## src/rtl/cascade_mod_counter_pkg.sv

```systemverilog
// Shared constants and helpers for the cascaded modulo counter: digit width,
// the per-digit modulus extraction and load-value saturation.
package cascade_mod_counter_pkg;

    localparam int DIG_W    = 4;
    localparam int MAX_NDIG = 8;

    typedef logic [DIG_W-1:0] digit_t;

    // The modulus vector is passed in its widest form so one function serves every NDIG.
    function automatic digit_t digit_mod(input logic [DIG_W*MAX_NDIG-1:0] mod_vec,
                                         input int idx);
        return mod_vec[idx*DIG_W +: DIG_W];
    endfunction

    function automatic digit_t sat_load(input digit_t value, input digit_t modulus);
        return (value >= modulus) ? digit_t'(modulus - 4'd1) : value;
    endfunction

    function automatic logic mod_legal(input digit_t modulus);
        return (modulus >= 4'd2) && (modulus <= 4'd10);
    endfunction

endpackage

```

## src/rtl/mod_digit.sv

```systemverilog
// One modulo-N digit of the cascade: steps up or down on step_in, saturating
// parallel load, and a combinational wrap_out that feeds the next digit's step_in.
module mod_digit
    import cascade_mod_counter_pkg::*;
(
    input  logic   clk,
    input  logic   clr,
    input  logic   step_in,
    input  logic   dn,
    input  logic   load,
    input  digit_t din,
    input  digit_t modulus,
    output digit_t q,
    output logic   wrap_out
);

    digit_t q_d, q_q;
    digit_t last;
    logic   at_end;

    always_comb begin
        last     = digit_t'(modulus - 4'd1);
        at_end   = dn ? (q_q == '0) : (q_q == last);
        wrap_out = step_in & ~load & at_end;
        q_d      = q_q;
        if (load) begin
            q_d = sat_load(din, modulus);
        end else if (step_in) begin
            if (at_end) begin
                q_d = dn ? last : '0;
            end else begin
                q_d = dn ? digit_t'(q_q - 4'd1) : digit_t'(q_q + 4'd1);
            end
        end
    end

    always_ff @(posedge clk or negedge clr) begin
        if (!clr) begin
            q_q <= '0;
        end else begin
            q_q <= q_d;
        end
    end

    assign q = q_q;

endmodule

```

## src/rtl/cascade_mod_counter.sv

```systemverilog
// Cascaded modulo counter built from NDIG mod_digit instances (default 00..59).
// Define CASCADE_MOD_COUNTER_DOWN_EN to add the dn port and down-counting.
module cascade_mod_counter
    import cascade_mod_counter_pkg::*;
#(
    parameter int                      NDIG    = 2,
    parameter logic [DIG_W*NDIG-1:0]   MOD_VEC = {4'd6, 4'd10}
) (
    input  logic                    clk,
    input  logic                    clr,
    input  logic                    en,
    input  logic                    load,
    input  logic [DIG_W*NDIG-1:0]   din,
`ifdef CASCADE_MOD_COUNTER_DOWN_EN
    input  logic                    dn,
`endif
    output logic [DIG_W*NDIG-1:0]   q,
    output logic                    cout,
    output logic                    tc
);

    localparam logic [DIG_W*MAX_NDIG-1:0] MOD_EXT = (DIG_W*MAX_NDIG)'(MOD_VEC);

    if ((NDIG < 1) || (NDIG > MAX_NDIG)) begin : g_bad_ndig
        $error("cascade_mod_counter: NDIG=%0d outside 1..%0d", NDIG, MAX_NDIG);
    end

    logic                  dn_w;
    logic [NDIG:0]         step;
    logic [DIG_W*NDIG-1:0] q_w;
    logic                  cout_d, cout_q;
    logic                  all_max;

`ifdef CASCADE_MOD_COUNTER_DOWN_EN
    assign dn_w = dn;
`else
    assign dn_w = 1'b0;
`endif

    // Load wins over en, so a loading edge never steps or carries.
    assign step[0] = en & ~load;

    for (genvar g = 0; g < NDIG; g++) begin : g_dig
        localparam digit_t MOD_G = digit_mod(MOD_EXT, g);

        if (!mod_legal(MOD_G)) begin : g_bad_mod
            $error("cascade_mod_counter: digit %0d modulus %0d outside 2..10", g, MOD_G);
        end

        mod_digit u_digit (
            .clk      (clk),
            .clr      (clr),
            .step_in  (step[g]),
            .dn       (dn_w),
            .load     (load),
            .din      (din[g*DIG_W +: DIG_W]),
            .modulus  (MOD_G),
            .q        (q_w[g*DIG_W +: DIG_W]),
            .wrap_out (step[g+1])
        );
    end

    // The top digit wrapping means the whole chain wrapped on this edge.
    always_comb begin
        cout_d = step[NDIG];
    end

    always_ff @(posedge clk or negedge clr) begin
        if (!clr) begin
            cout_q <= 1'b0;
        end else begin
            cout_q <= cout_d;
        end
    end

`ifdef CASCADE_MOD_COUNTER_DOWN_EN
    logic all_zero;

    always_comb begin
        all_max  = 1'b1;
        all_zero = 1'b1;
        for (int i = 0; i < NDIG; i++) begin
            if (q_w[i*DIG_W +: DIG_W] != digit_t'(digit_mod(MOD_EXT, i) - 4'd1)) begin
                all_max = 1'b0;
            end
            if (q_w[i*DIG_W +: DIG_W] != '0) begin
                all_zero = 1'b0;
            end
        end
        tc = dn_w ? all_zero : all_max;
    end
`else
    always_comb begin
        all_max = 1'b1;
        for (int i = 0; i < NDIG; i++) begin
            if (q_w[i*DIG_W +: DIG_W] != digit_t'(digit_mod(MOD_EXT, i) - 4'd1)) begin
                all_max = 1'b0;
            end
        end
        tc = all_max;
    end
`endif

    assign q    = q_w;
    assign cout = cout_q;

endmodule

```

## config.mk

```make
export PLATFORM = sky130hd
export DESIGN_NAME = cascade_mod_counter
export DESIGN_NICKNAME = d
export VERILOG_FILES = /design/src/rtl/cascade_mod_counter_pkg.sv /design/src/rtl/mod_digit.sv /design/src/rtl/cascade_mod_counter.sv
export SDC_FILE = /design/constraint.sdc
export NUM_CORES = 1
export LEC_CHECK = 0
export BUFFER_PORTS_ARGS = -buffer_cell sky130_fd_sc_hd__clkbuf_2
export CAP_MARGIN = 5
export CORE_MARGIN = 4
export CORE_UTILIZATION = 40
export CTS_CLUSTER_DIAMETER = 120
export DETAILED_ROUTE_END_ITERATION = 16
export HOLD_SLACK_MARGIN = 0.02
export PLACE_DENSITY = 0.64
export SYNTH_ARGS = -nofsm -noshare
export SYNTH_HDL_FRONTEND = slang
export SYNTH_HIERARCHICAL = 1
export SYNTH_SLANG_ARGS = --single-unit
```

## constraint.sdc

```tcl
create_clock -name clk -period 1.75 [get_ports clk]
set_input_delay 0.2625 -clock clk [delete_from_list [all_inputs] [get_ports clk]]
set_output_delay 0.2625 -clock clk [all_outputs]
set_load 0.02 [all_outputs]
```

# Yosys cells after proc, flatten, opt, wreduce, memory -nomap -nowiden
# Cells that the tools add are included.
dict set report word_totals {
  ff_bits 9
  latchBits 0
  ramBits 0
  mem_bits_ro 0
  inputBits 12
  output_inout_bits 10
  wordCells 29
  n_memories 0
}
dict set report op_classes {
  addsub 2
  multipliers 0
  n_div 0
  magnitude_cmp 2
  n_eq_ne 4
  shift 0
  n_mux 10
  n_bitwise 6
  n_reduce_logical 2
}
# cell count
set op_table {}
lappend op_table {{$mux W4} 8}
lappend op_table {{$add A4 B1 Y4 const B} 2}
lappend op_table {{$and A1 B1 Y1} 5}
lappend op_table {{$eq A4 B3 Y1 const B} 1}
lappend op_table {{$eq A4 B4 Y1 const B} 1}
lappend op_table {{$ge A4 B3 Y1 const B} 1}
lappend op_table {{$ge A4 B4 Y1 const B} 1}
lappend op_table {{$ne A4 B3 Y1 const B} 1}
lappend op_table {{$ne A4 B4 Y1 const B} 1}
lappend op_table {{$reduce_bool A2 Y1} 2}
lappend op_table {{$mux W1} 2}
lappend op_table {{$not A1 Y1} 1}

# Depth between registers and ports, before layout
# Gate-level depths: netlist of run 1.
dict set report logic_depth {
  ltp_word 6
  ltp_mapped 10
  ltp_nobuf 10
}

# Cells and area by module
# The synthesis of run 1 kept the hierarchy.
# module instances cells_each area_per_inst_um2 seq_area_each_um2
set by_module_without_submodules {}
lappend by_module_without_submodules {{mod_digit (g_dig[0].u_digit)} 1 74 625.6 100.1}
lappend by_module_without_submodules {{mod_digit (g_dig[1].u_digit)} 1 68 601.8 100.1}
lappend by_module_without_submodules {cascade_mod_counter 1 7 65.1 25.0}

# Least setup slack after synthesis of run 1
# No wires, ideal clock.
dict set report synth_timing {
  path_kind {flip-flop to flip-flop}
  from {register g_dig[0].u_digit.q_q[0]}
  to {register g_dig[1].u_digit.q_q[0]}
  setup_time_ps 90
  arrival_ps 1853
  required_time_ps 1660
  path_slack_ps -193
  stages_incl_launch_ff 9
  path_buffers 0
  synth_period_minus_slack_ps 1943
  path_cell_list {dfrtp_1 -> xnor2_1 -> nor4_4 -> a21oi_2 -> nor2_1 -> inv_1 -> nor2_1 -> nand3_1 -> o221ai_1}
}
dict set report synth_via {
  elab_chain_cells 3
}
# item line
set synth_lines {}
lappend synth_lines {{start: declaration} mod_digit.sv:17} ;# digit_t q_d, q_q;
lappend synth_lines {{start signal: assignment} mod_digit.sv:41} ;# q_q <= q_d;
lappend synth_lines {{$eq A4 B4 Y1} mod_digit.sv:23} ;# at_end = dn ? (q_q == '0) : (q_q == last);
lappend synth_lines {{$and A1 B1 Y1} mod_digit.sv:24} ;# wrap_out = step_in & ~load & at_end;
lappend synth_lines {{via step[1]} cascade_mod_counter.sv:29} ;# logic [NDIG:0] step;
lappend synth_lines {{$reduce_bool A2 Y1 (no line)} n/a}
lappend synth_lines {{end signal: assignment} mod_digit.sv:41}
lappend synth_lines {{end: declaration} mod_digit.sv:17}
# The timed path passes the listed nets, and every way through them passes these cells.
# A chain may end at the register's enable or synchronous reset.

# Worst setup path after layout of run 1
dict set report layout_timing {
  from {register g_dig[0].u_digit.q_q[1]}
  to {register g_dig[1].u_digit.q_q[3]}
}
# The elaborated chain is that of the path after synthesis.

==> summary.txt, run 1 <==
Synth cell types - 44
RSZ-0062 raised after global routing - yes
Area leader, netlist - dfrtp_1
Met1 usage - 0.228
CTS Buffer Depth - 2
CP Buf/Inv Count - 1
Reg-to-reg setup timing slack - -40 ps
Period utilization - 1.02
Clock root buffer - clkbuf_4
P_leak - 0.946 nW
Routed WL - 3.47 mm
Sequential fraction of the synthesis area - 0.174
Met2 Use GR - 0.277
Initial Utilization - 0.420
DR vias - 1301
Syn Std Cell Area - 1290 sq um
GRT overflow - 0
Worst slack, placed - -30.2 ps
CTS tree - built
Input/output buffers - 21
Placer congestion estimate - 0.874
Worst reg2reg path startpoint - g_dig[0].u_digit/q[1]
Final nets - 258
CP cell instances - xnor2_2, nor4_4, a21oi_2, nor2_2, buf_6, nor3b_4, a31oi_4, o221ai_4
Largest net degree at the start of global routing - 11
Hold Path End - g_dig[0].u_digit/q[3]
P&R area growth vs syn - 46.0%
Register bit total from synthesis - 9
CP Launch Type - register
Max Fanout on Critical Path - 4
Hold WS - 323 ps
Fin util - 0.613
Slowest stage cell on the critical path - dfrtp_2
Clock tree sinks - 9
Routed len/inst - 12.7 um
Max cap viols - 0
Final hold violation count - 0
Vias per Instance - 4.77
N_diodes - 0
Placed wire-length estimate - 2.73 mm
Share of cells above drive strength 1 - 0.288
Global-route wire length before repair - 5.69 mm
Min-Delay Startpoint - din[3]
I/O pin count - 22
Most frequent cells in the layout - conb_1, clkbuf_2, inv_1, nor2_1, buf_4
Cell Pwr Density - 623 nW/um^2
Delay-heaviest family, CP - simple AND/OR/NAND/NOR gates
CORE AREA - 3080 sq um
Die Height - 64.8 um
Top-area cell type share of the netlist area - 0.174
Detail Route Antenna Nets - 0
H-tree lvl count - 1
Total Power - 1.18 mW
R2R Path End - g_dig[1].u_digit/q[3]
Post-route setup TNS - -48.0 ps
First DRT Iteration DRCs - 68
Clk slew on worst S/H paths - 70 ps
Worst skew pair latency - 280 ps
Setup Skew - 5.09 ps
Worst hold stages - 3
Critical path class - reg2reg
Fin crit period - 1790 ps
Horiz. Die Dim - 64.8 um
VDD IR-drop max - 0.256 mV
Area contributors post-synth - dfrtp_1, ha_1, xnor2_1
GRT busiest layer - met2
Clock buffer count from CTS - 3
All-Layer GR Usage - 0.176
GR Util met3 - 0.0295
Worst Path Required - 1890 ps
Yosys Warn Count - 6
Commonest non-fill, non-tap cell in the layout - conb_1
Initial antenna violation count - 0
# DRC - 0
FF-to-FF path depth - 8
Max Transition Viols Final - 0
Final setup viols - 4
Final WS setup - -36.6 ps
Worst min path class - in2reg
Critical Path Max Stage Delay - 430 ps
Failing checks - setup timing
Syn Inst Count - 149
Number of global-route vias before repair - 1262
First-pass DRT Iterations - 6
Crit. End Element - register
Status - complete, but fails checks
Critical path arrival - 1930 ps
Row cnt - 20
Fmax achieved - 560 MHz
Mean Syn Cell Area - 8.67 sq um
Die area - 4200 sq um
## sequential cells by signal, indices dropped and copies added (netlist names)
signal / flops
g_dig.u_digit/q: 8
cout: 1
## routing by layer
| layer | wire length (um) | vias up |
|---|---|---|
| met2 | 1550 | 45 |
| met3 | 205 | 13 |
| met1 | 1620 | 592 |
| met4 | 103 | 0 |
| li1 | - | 651 |
| met5 | 0 | - |
## metrics by stage
stage          cell area, sq um  std cells
4_1_cts                    1780        271
6_report                   1890        273
3_3_place_gp               1710        264
2_1_floorplan              1450        186
5_1_grt                    1890        273
3_5_place_dp               1710        264
## cells in the mapped netlist
cell	n
a311oi_1	1
conb_1	2
o22ai_1	1
nand2b_1	1
nand2b_4	1
nand2_1	4
o31a_1	1
xor2_1	5
a21o_1	3
a21boi_1	1
a2111oi_4	1
a32oi_1	1
a21o_2	1
inv_1	21
o21ai_0	2
o32ai_1	1
a2111oi_1	1
a21oi_2	2
nor4_4	1
o21a_1	1
xor3_1	1
nor3b_1	1
o311a_1	1
a221o_1	1
and3_1	5
xnor2_1	12
mux2i_1	6
nor2_1	17
a211oi_1	1
nor2b_1	3
o221ai_1	2
o211ai_1	2
a31oi_1	1
xnor3_1	1
mux2_4	1
nand4_1	1
dfrtp_1	9
nand3_1	3
a21oi_1	6
o21ai_1	1
nor3_1	4
fa_1	2
ha_1	14
nand4bb_1	2
## tightest hold or removal path, cell delays in order
cell and delay, ps:
clkbuf_2 90, mux2i_1 60, o211ai_1 150
## cell families after synthesis
group / after synthesis / synth area share
other cells: 2 / 0.00581
fa+ha+maj: 16 / 0.167
simple gates: 43 / 0.187
mux: 7 / 0.0581
buf+inv: 21 / 0.0610
compound gates: 32 / 0.197
flops: 9 / 0.174
xor+xnor: 19 / 0.151
## how the worst max path moves through the flow
stage                                from               endpoint  cells after the start
floorplan           g_dig[0].u_digit/q[2]  g_dig[1].u_digit/q[0]                      8
CTS                 g_dig[0].u_digit/q[1]  g_dig[1].u_digit/q[0]                      8
finish              g_dig[0].u_digit/q[1]  g_dig[1].u_digit/q[3]                      8
global route        g_dig[0].u_digit/q[1]  g_dig[1].u_digit/q[1]                      8
global placement                   din[1]  g_dig[0].u_digit/q[1]                      7
detailed placement  g_dig[0].u_digit/q[1]  g_dig[0].u_digit/q[3]                      7
## power by group
| part | internal, mW | total (mW) | switching, mW |
|---|---|---|---|
| combinational | 0.337 | 0.718 | 0.381 |
| sequential | 0.242 | 0.279 | 0.0375 |
| clock | 0.0887 | 0.178 | 0.0897 |
## timing repair
item | in CTS | in global routing
endpoints found under the setup margin | 6 | 7
resized for setup | 3 | 16
hold endpoints to repair | 9 | 0
setup buffers | 2 | 2
hold buffers | 1 | 0
pin swaps | 5 | 15
## final cells by class
type,count,area (sq um)
fillers,280,1190
well taps,44,55.1
repair buffers,39,250
inverters,21,78.8
flip-flops and latches,9,229
clock buffers,4,26.3
multi-input cells,156,1250
Power figures use the tool's default switching activity.
==> run 2, diff against run 1 <==
CTS_CLUSTER_DIAMETER = unset   (was 120)
RECOVER_POWER = 100   (was unset)
clock period = 1.5 ns   (was 1.75 ns; I/O delays follow)
==> run 2 against run 1 <==
Effect of this change: largest power group unchanged; flip-flop and latch count unchanged; power increased by 17%; global-route usage increased by 1.4 points; hold slack got worse by 28 ps; clock power increased by 15%; sequential share of layout area decreased by 0.43 points; cell area increased by 3.6%; fmax increased by 1.3%; utilization increased by 2.2 points; the flow still finishes with violations (setup timing).
==> summary.txt, run 2 (same netlist as run 1, synthesis figures left out) <==
CP Launch Type - register
Share of cells above drive strength 1 - 0.300
Worst skew pair latency - 270 ps
First DRT Iteration DRCs - 45
Number of global-route vias before repair - 1337
Row cnt - 20
Post-route setup TNS - -1570 ps
Setup Skew - 10.6 ps
Horiz. Die Dim - 64.8 um
Global-route wire length before repair - 6.09 mm
Initial antenna violation count - 0
Final nets - 272
Crit. End Element - register
Cell Count, Final, Fillers Out - 287
Worst hold stages - 3
Commonest non-fill, non-tap cell in the layout - conb_1
Max cap viols - 0
All-Layer GR Usage - 0.190
Largest net degree at the start of global routing - 10
Dpl cell area - 1820 sq um
Routed len/inst - 12.3 um
Critical Path Max Stage Delay - 430 ps
Period utilization - 1.18
VDD IR-drop max - 0.271 mV
Cell Pwr Density - 706 nW/um^2
Fin crit period - 1760 ps
P_leak - 0.977 nW
CTS tree - built
Crit path depth - 8
Worst min path class - in2reg
Worst Path Required - 1670 ps
Final setup viols - 9
# DRC - 0
Worst slack, placed - -309 ps
Failing checks - setup timing
Critical path arrival - 1940 ps
CP Buf/Inv Count - 1
Final instance area - 1960 sq um
Placer congestion estimate - 0.984
I/O pin count - 22
Delay-heaviest family, CP - simple AND/OR/NAND/NOR gates
Die Height - 64.8 um
Relative slew slack - 0.643
RSZ-0062 raised after global routing - yes
Max Transition Viols Final - 0
Worst Tran Pin Value - 535 ps
P&R area growth vs syn - 51.3%
H-tree lvl count - 1
Most frequent cells in the layout - conb_1, buf_4, inv_1, nor2_1
CTS Buffer Depth - 2
Fmax achieved - 567 MHz
Placed insts - 276
FF-to-FF path depth - 8
CORE AREA - 3080 sq um
Status - complete, but fails checks
Clock tree sinks - 9
Detail Route Antenna Nets - 0
Largest register FFs - 8
Clock buffer count from CTS - 3
Die area - 4200 sq um
Max Fanout on Critical Path - 4
Placed wire-length estimate - 2.82 mm
Final WS setup - -264 ps
First-pass DRT Iterations - 4
Vias per Instance - 4.59
Slowest stage cell on the critical path - dfrtp_2
CP cell instances - xnor2_2, nor4_4, a21oi_2, nor2_2, inv_2, nor2_4, nand3_4, o221ai_2
Initial Utilization - 0.420
GRT overflow - 0
Critical path class - reg2reg
Input/output buffers - 21
Clk slew on worst S/H paths - 70 ps
Routed WL - 3.54 mm
DR vias - 1318
N_diodes - 0
Clock root buffer - clkbuf_4
Final hold violation count - 0
[run 2: changes by cell type in the layout (fill, tap and decap cells not counted), sizes merged]
| cell | previous run | this run |
|---|---|---|
| buf | 17 | 31 |
[run 2: tightest hold or removal path, cell delays in order]
cell and delay, ps:
clkbuf_2 90, mux2i_1 60, o211ai_1 150
[run 2: metal layers]
metal | share of wire | up-vias | global-route usage
li1 | - | 676 | -
met1 | 0.45 | 596 | 0.245
met2 | 0.47 | 40 | 0.317
met3 | 0.068 | 6 | 0.0381
met4 | 0.011 | 0 | 0.0580
met5 | 0 | - | 0
[run 2: worst paths after layout]
path | start | end | slack (ps)
max | g_dig[0].u_digit/q[1] | g_dig[1].u_digit/q[0] | -260
min | din[3] | g_dig[0].u_digit/q[3] | 300
max reg2reg | g_dig[0].u_digit/q[1] | g_dig[1].u_digit/q[0] | -260
min reg2reg | g_dig[0].u_digit/q[0] | g_dig[0].u_digit/q[0] | 690
max in group asynchronous | clr | g_dig[0].u_digit/q[1] | 680
min in group asynchronous | clr | g_dig[0].u_digit/q[3] | 440
[run 2: what timing repair did]
action / CTS / global route
pin swaps: 13 / 5
endpoints found under the hold margin: 9 / 0
hold buffers: 1 / 0
resized for setup: 13 / 2
endpoints found under the setup margin: 10 / 11
buffers inserted: 6 / 1
[run 2: metrics by stage]
| step | power [mW] | hold slack [ps] | util |
|---|---|---|---|
| final | 1.38 | 295 | 0.635 |
| after global routing | 1.49 | 332 | 0.635 |
| after CTS | 1.38 | 298 | 0.640 |
| after detailed placement | 1.11 | 102 | 0.591 |
| after global placement | 1.10 | 99.1 | 0.591 |
| after floorplan | 0.845 | -70.6 | - |
[run 2: area by class of cell]
type / instances / area (sq um)
Multi-Input combinational cell: 156 / 1230
Fill cell: 293 / 1120
Timing Repair Buffer: 53 / 340
Sequential cell: 9 / 229
Inverter: 21 / 78.8
Tap cell: 44 / 55.1
Clock buffer: 4 / 26.3
[run 2: power breakdown]
group / leakage, nW / internal [mW] / total (mW) / switching (mW)
Combinational: 0.857 / 0.415 / 0.856 / 0.441
Clock: 0.0150 / 0.103 / 0.204 / 0.101
Sequential: 0.105 / 0.282 / 0.321 / 0.0384
Total: 0.977 / 0.800 / 1.38 / 0.580
==> run 3, diff against run 2 <==
CELL_PAD_IN_SITES_DETAIL_PLACEMENT = 1   (was unset)
CELL_PAD_IN_SITES_GLOBAL_PLACEMENT = 2   (was unset)
CORE_UTILIZATION = 23   (was 40)
PLACE_DENSITY = 0.72   (was 0.64)
SYNTH_HIERARCHICAL = unset   (was 1)
==> run 3 against run 2 <==
Effect of this change: the flow now finishes without violations; register-to-register slack improved by 300 ps; combinational power fell by 75%; die area fell by 21%; worst setup slack improved by 270 ps; clock power fell by 7%; critical path type is now reg2out; highest routed layer unchanged.
==> summary.txt, run 3 <==
Status - completed
CTS tree - built
Post-synth EDFFs - 0
Critical path class - reg2out
Area contributors post-synth - dfrtp_1, o21ai_0, nand4bb_4
Area leader, netlist - dfrtp_1
GRT overflow - 0
Clock root buffer - clkbuf_4
Crit. End Element - output port
Die area - 3300 sq um
Register bit total from synthesis - 9
Top post-synthesis cells by count - dfrtp_1, o21ai_0, nand2_1
Top-area cell type share of the netlist area - 0.400
Setup Skew - 1.43 ps
Final setup viols - 0
CTS Buffer Depth - 2
Largest net degree at the start of global routing - 11
Placed insts - 111
Post-synth ARST share - 1.00
Worst Tran Pin Value - 526 ps
Detail Route Antenna Nets - 0
Fin util - 0.349
Final hold violation count - 0
Relative slew slack - 0.649
Global-route wire length before repair - 3.02 mm
CP Launch Type - register
Dpl cell area - 739 sq um
VDD IR-drop max - 0.340 mV
Clock buffer count from CTS - 3
Final WS setup - 4.17 ps
Fin crit period - 1500 ps
Syn Inst Count - 60
Max Transition Viols Final - 0
Clock tree sinks - 9
Synth cell types - 30
Worst skew pair latency - 260 ps
Critical path arrival - 1270 ps
Initial antenna violation count - 0
P&R area growth vs syn - 41.1%
All-Layer GR Usage - 0.121
Placer congestion estimate - 0.744
Horiz. Die Dim - 57.5 um
First-pass DRT Iterations - 1
Cell Pwr Density - 889 nW/um^2
DR vias - 600
Hold WS - 200 ps
Post-route setup TNS - 0 ps
# DRC - 0
Max Fanout on Critical Path - 2
Max cap viols - 0
RSZ-0062 raised after global routing - yes
Cell Count, Final, Fillers Out - 119
Worst slack, placed - 103 ps
Fmax achieved - 669 MHz
Die Height - 57.5 um
Yosys Warn Count - 0
Primary FF master, synth - dfrtp_1
Final instance area - 795 sq um
CORE AREA - 2280 sq um
Worst min path class - in2reg
Internal - 463 uW
Largest register FFs - 8
Input/output buffers - 21
Worst Path Required - 1270 ps
Routed len/inst - 14.3 um
Most frequent cells in the layout - clkbuf_2, clkbuf_1, dfrtp_1, o21ai_0
Syn Std Cell Area - 563 sq um
Row cnt - 17
Share of cells above drive strength 1 - 0.330
Sequential fraction of the synthesis area - 0.400
Period utilization - 0.997
Number of global-route vias before repair - 633
H-tree lvl count - 1
Placed wire-length estimate - 1.28 mm
Vias per Instance - 5.04
Clk slew on worst S/H paths - 60 ps
Top-count cell post-synth - dfrtp_1
I/O pin count - 22
P_leak - 0.327 nW
Gate power share - 0.308
Routed WL - 1.70 mm
Sw power - 243 uW
Clock power share - 0.268
Initial Utilization - 0.247
First DRT Iteration DRCs - 0
Syn Nets - 72
Total Power - 706 uW
N_diodes - 0
Final nets - 104
Switching share of power - 0.345
Reg power frac - 0.424
Commonest non-fill, non-tap cell in the layout - clkbuf_2
Mean Syn Cell Area - 9.38 sq um
run 3: cell count changes in the layout (fill, tap and decap cells not counted), sizes merged, moves of 4 or more:
cell   delta
a21oi     -5
xnor2    -11
ha       -14
nor2     -17
mux2i     -6
inv      -17
a21o      -4
xor2      -4
and3      -5
buf      -26
conb     -39
run 3: power by group through the flow:
stage / sequential [mW] / clock (mW) / combinational [mW]
2_1_floorplan: 0.331 / 0 / 0.0952
3_3_place_gp: 0.302 / 0 / 0.212
3_5_place_dp: 0.303 / 0 / 0.214
4_1_cts: 0.298 / 0.203 / 0.232
5_1_grt: 0.305 / 0.214 / 0.242
6_report: 0.300 / 0.189 / 0.217
run 3: final timing paths:
check | slack [ps] | endpoint | depth (start not counted) | startpoint
min reg2reg | 610 | cout | 2 | g_dig[1].u_digit.q[3]
min | 200 | g_dig[0].u_digit.q[0] | 3 | din[0]
max in group asynchronous | 670 | g_dig[0].u_digit.q[3] | 2 | clr
min in group asynchronous | 450 | g_dig[1].u_digit.q[1] | 2 | clr
max | 4 | tc | 3 | g_dig[0].u_digit.q[1]
max reg2reg | 40 | g_dig[1].u_digit.q[3] | 4 | g_dig[0].u_digit.q[1]
run 3: worst max-delay path: stages (launching register included):
cell and delay (ps):
dfrtp_1 370, nand4bb_4 250, nor4b_4 220, buf_4 170
run 3: kinds of logic after synthesis:
| logic type | count (synthesis) | share of synthesized area |
|---|---|---|
| and+or+nand+nor | 24 | 0.302 |
| buffers and inverters | 6 | 0.0422 |
| xor gates and xnor gates | 2 | 0.0311 |
| AOI/OAI and AO/OA | 19 | 0.224 |
| DFF | 9 | 0.400 |
run 3: timing repair:
action / in CTS / in global routing
endpoints found under the hold margin: 9 / 0
buffers inserted: 3 / 0
cloned: 0 / 0
resized for setup: 4 / 3
hold buffers: 1 / 0
pin swaps: 2 / 1
setup endpoints to repair: 1 / 2
run 3: routing by layer:
metal | up-vias | wire [um] | part of all wire | track usage
met5 | - | 0 | 0 | 0
li1 | 292 | - | - | -
met1 | 290 | 765 | 0.45 | 0.162
met2 | 13 | 804 | 0.47 | 0.171
met4 | 0 | 49 | 0.029 | 0.0795
met3 | 5 | 83 | 0.049 | 0.0294
run 3: area by class of cell:
class | count | area (sq um)
multi-input combinational | 45 | 340
tap | 28 | 35.0
sequential | 9 | 228
timing repair buffer | 29 | 150
inverter | 4 | 15.0
clock buffer | 4 | 26.3
fill | 285 | 1480
